## src/rtl/kbd_line_controller.sv

```systemverilog
// ============================================================================
// Module      : kbd_line_controller
// Description : Line-edit buffer for PS/2 key codes; streams committed line
//               over valid/ready. Optional macro: KBD_LINE_AUTOCOMMIT_EN.
// Revision    : 1.0 - initial release
// ============================================================================
`default_nettype none

module kbd_line_controller #(
    parameter int  LINE_LEN = 16,
    localparam int CW       = $clog2(LINE_LEN + 1)
) (
    input  logic          clk,
    input  logic          rst_n,
    input  logic [4:0]    key_code,
    input  logic          key_valid,
    output logic [4:0]    char_out,
    output logic          char_valid,
    input  logic          char_ready,
    output logic          char_last,
    output logic          line_done,
    output logic [CW-1:0] cursor,
    output logic          buf_full,
    output logic          busy,
    output logic          key_dropped
);

    localparam int            AW        = $clog2(LINE_LEN);
    localparam logic [CW-1:0] c_FULL    = CW'(LINE_LEN);
    localparam logic [0:0]    c_ST_EDIT = 1'b0;
    localparam logic [0:0]    c_ST_SEND = 1'b1;

    logic [0:0]    r_state;
    logic [0:0]    w_state_next;
    logic [4:0]    r_buf [LINE_LEN];
    logic [CW-1:0] r_cursor;
    logic [CW-1:0] w_cursor_next;
    logic [CW-1:0] r_len;
    logic [CW-1:0] r_rd_idx;
    logic          r_line_done;
    logic          r_key_dropped;
    logic          r_buf_full;

    logic w_is_char, w_is_enter, w_is_bs;
    logic w_auto, w_commit, w_wr_char, w_drop, w_xfer, w_last;

    assign w_is_char  = (key_code <= 5'd26);
    assign w_is_enter = (key_code == 5'd30);
    assign w_is_bs    = (key_code == 5'd31);

`ifdef KBD_LINE_AUTOCOMMIT_EN
    assign w_auto = (r_cursor == c_FULL);
`else
    assign w_auto = 1'b0;
`endif

    // A full buffer under autocommit takes priority over any key in that cycle
    assign w_commit  = (r_state == c_ST_EDIT) &&
                       (w_auto || (key_valid && w_is_enter && (r_cursor != '0)));
    assign w_wr_char = (r_state == c_ST_EDIT) && !w_commit && key_valid &&
                       w_is_char && (r_cursor != c_FULL);
    assign w_drop    = key_valid && ((r_state == c_ST_SEND) ||
                       w_auto || (w_is_char && (r_cursor == c_FULL)));
    assign w_xfer    = (r_state == c_ST_SEND) && char_ready;
    assign w_last    = (r_rd_idx == r_len - CW'(1));

    always_ff @(posedge clk) begin
        if (!rst_n) r_state <= c_ST_EDIT;
        else        r_state <= w_state_next;
    end

    always_comb begin
        w_state_next = r_state;
        case (r_state)
            c_ST_EDIT: if (w_commit)          w_state_next = c_ST_SEND;
            c_ST_SEND: if (w_xfer && w_last)  w_state_next = c_ST_EDIT;
            default:                          w_state_next = c_ST_EDIT;
        endcase
    end

    always_comb begin
        w_cursor_next = r_cursor;
        if (w_wr_char)
            w_cursor_next = r_cursor + CW'(1);
        else if ((r_state == c_ST_EDIT) && !w_commit && key_valid && w_is_bs && (r_cursor != '0))
            w_cursor_next = r_cursor - CW'(1);
        else if (w_xfer && w_last)
            w_cursor_next = '0;
    end

    always_ff @(posedge clk) begin
        if (!rst_n) begin
            r_cursor      <= '0;
            r_len         <= '0;
            r_rd_idx      <= '0;
            r_line_done   <= 1'b0;
            r_key_dropped <= 1'b0;
            r_buf_full    <= 1'b0;
        end else begin
            r_cursor      <= w_cursor_next;
            r_buf_full    <= (w_cursor_next == c_FULL);
            r_key_dropped <= w_drop;
            r_line_done   <= w_xfer && w_last;
            if (w_commit) begin
                r_len    <= r_cursor;
                r_rd_idx <= '0;
            end else if (w_xfer) begin
                r_rd_idx <= w_last ? '0 : r_rd_idx + CW'(1);
            end
        end
    end

    // Buffer contents are deliberately left unreset
    always_ff @(posedge clk) begin
        if (rst_n && w_wr_char)
            r_buf[r_cursor[AW-1:0]] <= key_code;
    end

    always_comb begin
        char_valid = (r_state == c_ST_SEND);
        busy       = (r_state == c_ST_SEND);
        char_out   = 5'd0;
        char_last  = 1'b0;
        if (r_state == c_ST_SEND) begin
            char_out  = r_buf[r_rd_idx[AW-1:0]];
            char_last = w_last;
        end
    end

    assign cursor      = r_cursor;
    assign buf_full    = r_buf_full;
    assign line_done   = r_line_done;
    assign key_dropped = r_key_dropped;

endmodule

`default_nettype wire

```

## config.mk

```make
export PLATFORM = sky130hd
export DESIGN_NAME = kbd_line_controller
export DESIGN_NICKNAME = d
export VERILOG_FILES = /design/src/rtl/kbd_line_controller.sv
export SDC_FILE = /design/constraint.sdc
export NUM_CORES = 1
export LEC_CHECK = 0
export ABC_CLOCK_PERIOD_IN_PS = 2800
export BUFFER_PORTS_ARGS = -buffer_cell sky130_fd_sc_hd__buf_4
export CORE_MARGIN = 1.5
export CORE_UTILIZATION = 30
export DETAILED_ROUTE_END_ITERATION = 12
export SLEW_MARGIN = 20
export SYNTH_ARGS = -nofsm -noshare
export SYNTH_HDL_FRONTEND = slang
export SYNTH_SLANG_ARGS = --single-unit
```

## constraint.sdc

```tcl
create_clock -name clk -period 2.8 [get_ports clk]
set_input_delay 0.42 -clock clk [delete_from_list [all_inputs] [get_ports clk]]
set_output_delay 0.42 -clock clk [all_outputs]
set_load 0.005 [all_outputs]
```

# After elaboration in Yosys (flattened, before gate mapping)
# Memories as Yosys holds them, arrays and structs flattened. A register that Yosys moved wholly into a read port is not among the register bits.
# Cells that the tools add are included.
# word_totals
regBits	19
mem_bits_rw	80
inputBits	9
output_inout_bits	16
word_cells	52
n_memories	1
# classes
addsub	4
order_cmp	1
eq_ne	6
n_mux	13
n_bitwise	2
n_reduce_logical	18
# mem_list
name	words	word_bits	read_ports	rd_ports_with_merged_regs	write_ports	line_no	source
r_buf	16	5	1	1	1	35	logic [4:0] r_buf [LINE_LEN];
# op_table
cell	count
2-to-1 mux 5 bit	5
equality test 5 bit (second input constant)	4
logical AND 1 bit	14
adder 5 x 1 -> 5 bit (second input constant)	2
subtractor 5 x 1 -> 5 bit (second input constant)	2
2-to-1 mux 4 bit	2
equality test 5 bit	1
<= comparator 5 bit (second input constant)	1
2-to-1 mux 1 bit	5
inequality test 5 bit (second input constant)	1
nonzero test 5 bit	1
inverter 1 bit	2
case mux 1 bit (2 select lines)	1
OR reduction 2 bit	1
logical NOT 1 bit	1
logical OR 1 bit	1

# Depth between registers and ports, before layout
# Gate-level depths: netlist of run 1.
# logic_depth
word_depth	12
ltp_mapped	8
depth_no_buf	8

# Worst setup path after synthesis of run 1
# Ideal clock, no wire load.
# synth_timing
path_kind	flip-flop to flip-flop
from	register r_cursor[0], in the netlist cursor[0]
to	memory r_buf[5][0] (enable)
setup_ps	374
t_arrival_ps	2073
t_required_ps	2426
slack_ps	354
path_stages_with_launch	8
n_path_buf	1
period_less_slack_ps	2446
cell_sequence	dfxtp_1 inv_1 ha_1 and3_1 a211oi_2 buf_2 nand2_1 nor3_1
# synth_via
elab_chain_len	11
elab_cells_between_ends	12
cone_classes	1 x eq/ne; 2 x mux; 9 x reduce/logical
# synth_rtl
item	line_no	source
from (decl)	36	logic [CW-1:0] r_cursor;
from (signal assigned)	100	r_cursor <= w_cursor_next;
nonzero test 5 bit	59	(w_auto || (key_valid && w_is_enter && (r_cursor != '0)));
logical AND 1 bit	59	
logical AND 1 bit	58	assign w_commit = (r_state == c_ST_EDIT) &&
logical NOT 1 bit	60	assign w_wr_char = (r_state == c_ST_EDIT) && !w_commit && key_valid &&
logical AND 1 bit (3 in a row)	60	
logical AND 1 bit	61	w_is_char && (r_cursor != c_FULL);
logical AND 1 bit	115	if (rst_n && w_wr_char)
2-to-1 mux 1 bit	115	
2-to-1 mux 1 bit (implied by the code)	116	r_buf[r_cursor[AW-1:0]] <= key_code;
to (decl)	35	
# Several ways; a longest one is shown, not always the timed one.

==> summary.txt, run 1 <==
Non-Filler Instances: 515
vias: 2430
GRT Total Usage: 11.8%
Final setup viols: 0
Initial Util: 30.6%
Cell Rows: 44
Area contributors post-synth: edfxtp_1, mux4_2, dfxtp_1
pwr/cell area: 608 nW/um^2
yosys warns: 0
part of the cycle the worst path needs: 94.2%
nets@finish: 342
peak supply drop: 345 uV
number of diodes: 0
layout cell share with drive strength beyond 1: 27.5%
Required @ worst endpoint: 2380 ps
GR Overflow Total: 0
Hold Crit Class: in -> reg
area grow syn2layout: 19.2%
routed wire length: 8710 um
final hold slack: 327 ps
CTS tree: yes
synthesized instance count: 284
initial DRC count: 251
vias in the first global route: 2524
Clk pin slew, worst setup/hold paths: 70 ps
CTS buffer count: 9
Worst setup SP type: register
Slew Limit Fails: 0
DIE AREA: 15500 um^2
setup TNS: 0 ps
actual slew at the worst max-slew pin: 503 ps
top-count cell post-synth: edfxtp_1
H-tree depth: 3
Synth area leader: edfxtp_1
die height: 125 um
run status: finished clean
Root Driver: clkbuf_16
largest net degree at the start of global routing: 21
Max-cap violations: 0
die width: 125 um
WP data arrival: 2220 ps
RSZ-0062 raised after global routing: false
vias per cell: 4.72
top cell type's share of synthesized area: 54.2%
critical path class: reg -> out
final-report hold violation count: 0
Port Buffer Count: 24
clk buf depth: 2
post-cts resize count: 0
DRC violations left: 0
Place WS: 331 ps
Rel. slew slack: 66.3%
Synth Register Bits: 103
placed cell count: 497
crit path max fanout: 20
Max Fclk: 379 MHz
Mapped Nets: 300
CTS Hold Buffers Added: 0
Mapped Area: 4430 um^2
clock insertion delay at the later pin of the skew report: 330 ps
hpwl dp: 6020 um
synth cell count leaders: edfxtp_1, mux4_2, dfxtp_1, nor2_1, nand2_1
DR WL/cell: 16.9 um
Post-synth ARST share: 0%
clock sink total: 103
I/O Pins: 25
gpl congestion: 0.763
crit path time final: 2640 ps
ys flop type: edfxtp_1
sequential area share after synthesis: 64.6%
initial antenna violation count: 0
kind of end point of the critical path: primary output
clk_skew: 6.25 ps
Final ANT Viol Nets: 0
synth unique cells: 49
drt pass-1 iters: 4
Post-Synthesis Mean Instance Area: 15.6 um^2
final setup margin: 162 ps
Leak: 1.77 nW
EDFF count, synth: 80
Core ar.: 14500 um^2
Filler Cells Inserted: 1350
first-pass GRT wire length: 14000 um
## routing by layer
metal	vias up	routed length (um)	global-route usage [%]
met5	-	0	0
met4	0	77	4.19
met3	4	196	2.41
met2	33	4190	18.3
met1	1220	4250	16.4
li1	1173	-	-
## cells by family after synthesis
kind of cell	count (synthesis)	share of synthesized area, %
DFF	103	64.6
and+or+nand+nor	89	11.1
muxes	30	13.8
AOI/OAI and AO/OA	26	4.80
buffers and inverters	20	1.89
xor gates and xnor gates	9	1.78
adders and majority gates	7	1.98
## worst max-delay path, cell delays in order (launching register included)
cell and delay, ps:
dfxtp_1 350, buf_12 200, mux4_2 560, mux4_2 470
and2_1 170, buf_4 130
## power breakdown
part	internal (mW)	switching [mW]	leakage [nW]	total (mW)
combinational	0.0616	0.0946	0.696	0.156
sequential	1.66	0.00365	0.906	1.66
clock	0.876	0.520	0.164	1.40
## flip-flops by register name (all words and copies together) (netlist names), named ones only
signal and count:
buf_full 1, r_len 5, key_dropped 1, line_done 1, r_rd_idx 5, busy 1, cursor 5, r_buf 80
## stage by stage
stage | util [%] | area, um^2 | power, mW
floorplan | - | 4430 | 1.78
global placement | 34.1 | 4930 | 1.85
detailed placement | 34.1 | 4930 | 1.85
CTS | 36.4 | 5270 | 3.24
global route | 36.5 | 5280 | 3.33
finish | 36.5 | 5280 | 3.21
## path summary, 6_finish.rpt
check | start | end | slack (ps) | cells past startpoint
worst min-delay path | key_valid | key_dropped | 330 | 3
worst min register to register | r_rd_idx[1] | register | 530 | 2
worst max-delay path | register | char_out[3] | 160 | 5
worst max register to register | r_len[0] | buf_full | 470 | 9
## cells in the final DEF (no fill, tap or decap), types with 8 or more instances in the layout
cell	count
nand2_1	14
nor2_1	22
edfxtp_1	80
nor2b_1	8
and2_1	11
mux4_2	25
nor3_1	8
clkbuf_16	9
buf_4	43
dfxtp_1	23
## repair_timing
item                       4_1_cts  5_1_grt
pin swaps                        1        1
setup buffers                    0        2
setup endpoints to repair        1        1
## cell type report
cell class                 count  area [um^2]  share of cell area (%)
multi-input combinational    161         1480                    28.1
clock buffer                  11          233                    4.41
clock inverter                 5          104                    1.97
timing repair buffer          44          343                    6.49
sequential                   103         2860                    54.2
tap                          184          230                    4.36
inverter                       7         26.3                   0.497
Power figures use the tool's default switching activity.
==> run 2, diff against run 1 <==
- ABC_CLOCK_PERIOD_IN_PS: 2800 -> 3000
- REMOVE_ABC_BUFFERS: not set -> 1
- clock period: 2.8 -> 3 ns (I/O delays scaled with it)
==> summary.txt, run 2 (synthesis gave the netlist of run 1 again) <==
crit path max fanout: 9
post-cts resize count: 0
slowest stage delay, CP: 500 ps
vias: 2440
Final ANT Viol Nets: 0
GR Overflow Total: 0
Core ar.: 14500 um^2
pwr/cell area: 550 nW/um^2
drt pass-1 iters: 5
Hold Crit Class: in -> reg
clk_skew: 9.93 ps
Tot Pwr: 2.85 mW
commonest non-fill, non-tap cell in the layout: edfxtp_1
initial antenna violation count: 0
Initial Util: 30.6%
WP data arrival: 2320 ps
number of diodes: 0
part of the cycle the worst path needs: 92.4%
GRT Total Usage: 12.2%
Max-cap violations: 0
H-tree depth: 3
clock insertion delay at the later pin of the skew report: 350 ps
commonest cells after routing, fill and taps aside: edfxtp_1, buf_4, mux4_2
RSZ-0062 raised after global routing: false
hpwl dp: 6120 um
vias per cell: 4.81
CTS tree: yes
first-pass GRT wire length: 14400 um
CTS Hold Buffers Added: 0
Place WS: 587 ps
Clk pin slew, worst setup/hold paths: 80 ps
design area: 5180 um^2
Leak: 1.70 nW
area of the multi-input gates: 1480 um^2
CTS buffer count: 9
kind of end point of the critical path: primary output
vias in the first global route: 2567
DR WL/cell: 17.6 um
I/O Pins: 25
final-report hold violation count: 0
Port Buffer Count: 24
Required @ worst endpoint: 2550 ps
Filler Cells Inserted: 1365
slowest CP cell: a311oi_4
largest net degree at the start of global routing: 21
Worst setup SP type: register
max FFs per register: 80
nets@finish: 334
Slew Limit Fails: 0
initial DRC count: 204
clock sink total: 103
crit path time final: 2770 ps
clk buf depth: 2
gpl congestion: 0.802
area grow syn2layout: 17.0%
actual slew at the worst max-slew pin: 634 ps
Root Driver: clkbuf_16
DIE AREA: 15500 um^2
Cell Chain, Critical Path: inv_1, ha_1, nor2b_1, or3_4, a311oi_4, and2_1, buf_4
die width: 125 um
routed wire length: 8940 um
post-layout util: 35.8%
Sequential Area: 2860 um^2
peak supply drop: 297 uV
layout cell share with drive strength beyond 1: 26.3%
placed inst area: 4890 um^2
Cell Rows: 44
setup TNS: 0 ps
critical path class: reg -> out
run status: finished clean
DRC violations left: 0
Rel. slew slack: 57.6%
Final setup viols: 0
Setup Buffers After CTS: 0
Max Fclk: 361 MHz
final setup margin: 229 ps
die height: 125 um
-- run 2: layout make-up --
cell class,instances,area share (%)
Clock buffer,9,4.34
Clock inverter,7,1.40
Inverter,7,0.507
Multi-Input combinational cell,161,28.6
Sequential cell,103,55.2
Tap cell,184,4.44
Timing Repair Buffer,36,5.45
-- run 2: critical path: cells and delay by family, from the launching register on --
family	cells	cell delay (ps)
compound gates	1	500
fa+ha+maj	1	240
buf+inv	2	170
flops	1	380
simple gates	3	680
-- run 2: worst paths after layout --
check                                from           to  slack (ps)  cells past startpoint
worst min-delay path            key_valid  key_dropped         380                      3
worst max-delay path             r_len[0]    char_last         230                      7
worst max register to register   r_len[0]     buf_full         570                      8
worst min register to register   r_len[1]     r_len[1]         550                      2
-- run 2: stage by stage --
stage	cells	hold slack, ps
2_1_floorplan	271	483
3_5_place_dp	491	535
4_1_cts	507	374
3_3_place_gp	491	527
6_report	507	382
5_1_grt	507	386
-- run 2: routing by layer --
metal	track usage (%)	vias to the layer above	wire, um
li1	-	1165	-
met2	19.7	76	4290
met3	2.88	10	477
met4	3.45	0	119
met1	16.5	1189	4050
met5	0	-	0
-- run 2: report_power, final --
part | leakage, nW | switching [mW] | internal (mW)
clock network | 0.144 | 0.564 | 0.591
logic | 0.653 | 0.0897 | 0.0553
registers | 0.906 | 0.00506 | 1.55
total | 1.70 | 0.659 | 2.19
